## src/rtl/text_pixel_pipe.sv

```systemverilog
// Text-mode pixel pipeline: 8x16 character cells, fetched through synchronous char RAM
// and font ROM. The colour index and the delayed syncs come out exactly 3 clocks after their inputs.
module text_pixel_pipe #(
    parameter int unsigned COLS    = 100,
    parameter int unsigned ROWS    = 37,
    parameter int unsigned CADDR_W = 13
) (
    input  logic               clk,
    input  logic               rst,
    input  logic [15:0]        hcount,
    input  logic [15:0]        vcount,
    input  logic               hvis,
    input  logic               vvis,
    input  logic               hsync,
    input  logic               vsync,
    output logic [CADDR_W-1:0] char_addr,
    input  logic [15:0]        char_data,
    output logic [11:0]        font_addr,
    input  logic [7:0]         font_data,
    output logic [3:0]         pix_color,
    output logic               pix_vis,
    output logic               pix_hsync,
    output logic               pix_vsync
);

    logic [15:0] addr_full_s;
    logic        row_ok_s;

    logic [2:0]  s1_hsub_r;
    logic [3:0]  s1_vsub_r;
    logic        s1_row_ok_r;
    logic        s1_vis_r;
    logic        s1_hsync_r;
    logic        s1_vsync_r;

    logic [2:0]  s2_hsub_r;
    logic [7:0]  s2_attr_r;
    logic        s2_row_ok_r;
    logic        s2_vis_r;
    logic        s2_hsync_r;
    logic        s2_vsync_r;

    logic        vsync_q_r;
    logic [5:0]  frame_cnt_r;

    logic        font_bit_s;
    logic [3:0]  fg_eff_s;
    logic [3:0]  color_s;

    // S0: cell address and row range check from the incoming coordinates
    always_comb begin
        addr_full_s = 16'(vcount[9:4]) * 16'(COLS) + 16'(hcount[9:3]);
        char_addr   = addr_full_s[CADDR_W-1:0];
        row_ok_s    = (32'(vcount[9:4]) < ROWS);
    end

    // S1: glyph row address from the character code returned by the RAM
    always_comb begin
        font_addr = {char_data[7:0], s1_vsub_r};
    end

    // Pipeline stage registers S0->S1->S2
    always_ff @(posedge clk) begin
        if (rst) begin
            s1_hsub_r   <= 3'd0;
            s1_vsub_r   <= 4'd0;
            s1_row_ok_r <= 1'b0;
            s1_vis_r    <= 1'b0;
            s1_hsync_r  <= 1'b0;
            s1_vsync_r  <= 1'b0;
            s2_hsub_r   <= 3'd0;
            s2_attr_r   <= 8'd0;
            s2_row_ok_r <= 1'b0;
            s2_vis_r    <= 1'b0;
            s2_hsync_r  <= 1'b0;
            s2_vsync_r  <= 1'b0;
        end else begin
            s1_hsub_r   <= hcount[2:0];
            s1_vsub_r   <= vcount[3:0];
            s1_row_ok_r <= row_ok_s;
            s1_vis_r    <= hvis & vvis;
            s1_hsync_r  <= hsync;
            s1_vsync_r  <= vsync;
            s2_hsub_r   <= s1_hsub_r;
            s2_attr_r   <= char_data[15:8];
            s2_row_ok_r <= s1_row_ok_r;
            s2_vis_r    <= s1_vis_r;
            s2_hsync_r  <= s1_hsync_r;
            s2_vsync_r  <= s1_vsync_r;
        end
    end

    // Frame counter advanced on each vsync rising edge; bit 5 drives the blink phase
    always_ff @(posedge clk) begin
        if (rst) begin
            vsync_q_r   <= 1'b0;
            frame_cnt_r <= 6'd0;
        end else begin
            vsync_q_r <= vsync;
            if (vsync && !vsync_q_r) begin
                frame_cnt_r <= frame_cnt_r + 6'd1;
            end else begin
                frame_cnt_r <= frame_cnt_r;
            end
        end
    end

    // S2: pick the glyph bit and resolve blink and blanking into a colour index
    always_comb begin
        font_bit_s = font_data[3'd7 - s2_hsub_r];
        if (s2_attr_r[7] && frame_cnt_r[5]) begin
            fg_eff_s = {1'b0, s2_attr_r[6:4]};
        end else begin
            fg_eff_s = s2_attr_r[3:0];
        end
        if (!s2_vis_r || !s2_row_ok_r) begin
            color_s = 4'd0;
        end else if (font_bit_s) begin
            color_s = fg_eff_s;
        end else begin
            color_s = {1'b0, s2_attr_r[6:4]};
        end
    end

    // Output registers toward the palette/DAC stage
    always_ff @(posedge clk) begin
        if (rst) begin
            pix_color <= 4'd0;
            pix_vis   <= 1'b0;
            pix_hsync <= 1'b0;
            pix_vsync <= 1'b0;
        end else begin
            pix_color <= color_s;
            pix_vis   <= s2_vis_r;
            pix_hsync <= s2_hsync_r;
            pix_vsync <= s2_vsync_r;
        end
    end

endmodule

```

## config.mk

```make
export PLATFORM = sky130hd
export DESIGN_NAME = text_pixel_pipe
export DESIGN_NICKNAME = d
export VERILOG_FILES = /design/src/rtl/text_pixel_pipe.sv
export SDC_FILE = /design/constraint.sdc
export NUM_CORES = 1
export LEC_CHECK = 0
export BUFFER_PORTS_ARGS = -buffer_cell sky130_fd_sc_hd__buf_2
export CAP_MARGIN = 0
export CELL_PAD_IN_SITES_DETAIL_PLACEMENT = 1
export CELL_PAD_IN_SITES_GLOBAL_PLACEMENT = 1
export CORE_AREA = 4 4 116 63
export CTS_CLUSTER_SIZE = 28
export DETAILED_ROUTE_END_ITERATION = 10
export DIE_AREA = 0 0 120 67
export HOLD_SLACK_MARGIN = 0.06
export PLACE_DENSITY = 0.75
export SLEW_MARGIN = 5
export SYNTH_ARGS = -nofsm -noshare
export SYNTH_HDL_FRONTEND = slang
export SYNTH_SLANG_ARGS = --single-unit
```

## constraint.sdc

```tcl
create_clock -name clk -period 4.9 [get_ports clk]
set_clock_uncertainty 0.05 [all_clocks]
set_input_delay 0.98 -clock clk [delete_from_list [all_inputs] [get_ports clk]]
set_output_delay 0.98 -clock clk [all_outputs]
set_load 0.01 [all_outputs]
```

## After elaboration in Yosys (flattened, before gate mapping)

Cells that the tools add are included.

- Add/sub/neg operators: 3
- Reductions and logical operators: 8
- Muxes and demuxes: 4
- $mul: 1
- Bitwise operators: 2
- Order comparisons: 2

Operator list:

| kind | number |
|---|---|
| $add 13x7->13 | 1 |
| $mul 6x5->11 const B | 1 |
| $add 6x1->6 const B | 1 |
| $lt 6x6->1 const B | 1 |
| $mux 3 | 2 |
| $lt 3x4->1 const B | 1 |
| $reduce_or 4->1 | 1 |
| $bmux 1 s3 | 1 |
| $logic_not 1->1 | 3 |
| $sub 3x3->3 const A | 1 |
| $logic_and 1x1->1 | 2 |
| $reduce_or 2->1 | 1 |
| $and 1x1->1 | 1 |
| $logic_or 1x1->1 | 1 |
| $mux 1 | 1 |
| $not 1->1 | 1 |

- Output and inout bits: 32
- Input port bits: 62
- Logic and storage cells: 38
- Register bits: 39

## Logic depth before layout (Yosys ltp)

- Depth after elaboration: 5
- Mapped depth: 11
- Mapped depth without buffers: 11

## Worst setup path before layout

Ideal clock, no wire load.

- Kind: input-to-output
- From: input vcount[5]
- To: output char_addr[12]
- Setup slack: 0.544 ns
- Cell stages on the path: 9
- Path buffers: 0
- Required time: 3.870 ns
- Arrival time: 3.326 ns
- Cell sequence: ha_1 ha_1 ha_1 fa_1 a21o_1 a21oi_2 and4b_1 a211o_1 xor2_1

- Longest elaborated chain between the ends: 2

Ends and longest elaborated chain:

| what | line | text |
|---|---|---|
| from (decl) | 11 | `input logic [15:0] vcount,` |
| $mul 6x5->11 | 52 | `addr_full_s = 16'(vcount[9:4]) * 16'(COLS) + 16'(hcount[9:3]);` |
| $add 13x7->13 | 52 |  |
| to (decl) | 16 | `output logic [CADDR_W-1:0] char_addr,` |

Every way passes these cells.

## Worst setup path in the final report

Ends and elaborated chain as after synthesis.

==> flow_summary.toml <==
[worst_setup_path]
path_max_fanout = 4
cp-start-kind = "input port"
required_ps = 3870
cp-end-kind = "primary output"
path_class = "in2out"
worstPathArrival_ps = 3750

[timing]
layout_min_cycle_time_ps = 4780
setup_ws_ps = 122
post-route-period-util_pct = 97.5
slew_headroom_pct = 59.5
grt_setup_unrepaired = "false"
max_slew.worst_pin.slew_ps = 607
setup_viol_count_final = 0
fmax_mhz = 209
hold_viol_final = 0
final-max-slew-violation-count = 0
fin_tns_setup_ps = 0

[finish]
fill_cells = 761
layout-drive-gt1-share_pct = 26.8
fin_cells = 361
multi_input_area_sq_mm = 0.00122
area_growth_pct = 23.8
antennaDiodeCount = 0
postLayoutCoreUtil_pct = 41.3
seq_area_sq_um = 781
nets = 365

[floorplanning]
row_count = 21
die_area_sq_mm = 0.00804
start_util_pct = 33.4
ioPinCount = 94
coreArea_sq_mm = 0.00638
die_y_um = 67
die_w_um = 120

[run]
drv_cap = 0

[outcome]
status = "finished, final reports clean"

[routing]
ant_nets = 0
drc = 0
drt-wirelength-per-cell_um = 12.6
via_count = 1551
routed_wl_um = 4560
firstDrtPassIters = 4
viasPerCell = 4.30
drt-initial-drc-count = 32

[yosys]
ys_seq_elements = 39
synthArstFlopShare_pct = 0
syn_avg_cell_area_sq_um = 10.0
ys_seq_area_share_pct = 36.6
synth-edff-count = 0
ys_types = 36
synthFlopType = "dfxtp_1"
syn_area_sq_mm = 0.00213
synth_nets = 310
yosysWarnings = 0
syn_inst = 213

[cts]
post-cts-setup-buffers = 0
ctsResizeCount = 0
cts_buffer_depth = 2
cts_hold_buf = 0
clk_latency_ps = 280
cts_root_buffer = "clkbuf_16"
clock-sinks = 39
numCtsBuffers = 5
htree_levels = 2
cts_tree = "done"
clk_pin_slew_worst_paths_ps = 60

[placed_design]
dpl_worst_slack_ps = 152
dpl.hpwl_um = 3790
io_buffer_count = 61
place_inst = 353
place_congestion = 0.789

[grt]
grt_pass1_vias = 1549
antenna_found_initial = 0
grt_max_degree = 36
track_usage_pct = 12.1
grt.overflow.total = 0
grt_pass1_wl_um = 7400

[power_and_ir_drop]
power_leakage_nw = 1.29
power.density_mw_per_mm2 = 365
vdd_drop_max_mv = 0.266

[hold_path]
hp-class = "reg2reg"
==> power by group <==
part / switching [W] / internal (W) / leakage (nW)
Sequential: 0.00000470 / 0.000330 / 0.321
Combinational: 0.000137 / 0.000115 / 0.879
Clock: 0.000124 / 0.000253 / 0.0868
Total: 0.000266 / 0.000698 / 1.29
==> logic make-up (layout without fill, tap and decap cells) <==
logic type,after synthesis,in the layout,share of synthesized area (%)
AND/OR/NAND/NOR,68,68,17.7
flip-flops,39,39,36.6
adder cells (fa/ha/maj),35,35,21.3
AO/OA/AOI/OAI,25,25,7.75
buffers and inverters,25,81,6.17
XOR/XNOR,15,15,6.17
multiplexers,6,6,4.35
==> worst paths after layout <==
| path | from | to | slack (ps) | cells after the start |
|---|---|---|---|---|
| worst max-delay path | vcount[5] | char_addr[12] | 120 | 11 |
| worst min-delay path | s1_hsub_r[0]$_SDFF_PP0_ | s2_hsub_r[0]$_SDFF_PP0_ | 380 | 1 |
| worst max register to register | s2_hsub_r[0]$_SDFF_PP0_ | pix_color[1]$_SDFF_PP0_ | 3180 | 5 |
| worst min register to register | s1_hsub_r[0]$_SDFF_PP0_ | s2_hsub_r[0]$_SDFF_PP0_ | 380 | 1 |
==> sequential cells by signal, summed over array words and instances (netlist names), 3 cells and up <==
| signal | count |
|---|---|
| pix_color | 4 |
| s2_hsub_r | 3 |
| s2_attr_r | 8 |
| s1_hsub_r | 3 |
| s1_vsub_r | 4 |
| frame_cnt_r | 6 |
==> cell usage after synthesis (4+ instances only) <==
master	instances	area, sq um
dfxtp_1	39	781
ha_1	33	413
nor2b_1	28	175
nor2_1	17	63.8
inv_1	12	45.0
buf_4	10	75.1
o21ai_0	8	40.0
xnor2_1	8	70.1
nand2_1	7	26.3
xor2_1	7	61.3
a21oi_1	4	20.0
mux2i_1	4	40.0
==> layout by cell type, fill, tap and decap left out, drive strengths merged, types with 2 or more instances in the layout <==
cell	count
nand3	3
nand2	7
a21oi	5
a21o	3
xor2	7
fa	2
mux2i	4
ha	33
nor2	17
buf	61
clkbuf	6
nor3	2
mux4	2
a211oi	3
inv	12
o21ai	8
nor2b	28
nand2b	2
xnor2	8
nand4	2
dfxtp	39
==> critical path, stage by stage <==
cell and delay [ps]:
buf_2 130, ha_1 290, ha_1 290, ha_1 320
fa_1 470, a21o_1 210, a21oi_2 210, xnor2_1 260
o2111ai_1 240, xor2_1 180, buf_2 150
==> final cells by class <==
cell class	count	area share (%)
Clock buffer	6	5.26
Clock inverter	2	1.33
Inverter	12	1.71
Multi-Input combinational cell	149	46.2
Sequential cell	39	29.6
Tap cell	92	4.36
Timing Repair Buffer	61	11.6
==> per-stage QoR <==
stage	instance area [sq um]	hold slack [ps]	total power, W
6_report	2640	385	0.000964
4_1_cts	2640	388	0.000976
3_5_place_dp	2460	374	0.000596
5_1_grt	2640	409	0.00102
3_3_place_gp	2460	369	0.000589
2_1_floorplan	2130	364	0.000517
==> routing by layer <==
metal / part of all wire, % / vias up / track usage [%]
met2: 41 / 34 / 17.7
met3: 4.4 / 7 / 3.99
met4: 1.4 / 0 / 3.99
met1: 53 / 691 / 16.7
met5: 0 / - / 0
li1: - / 819 / -
No activity file was read; power rests on OpenSTA's default activity.
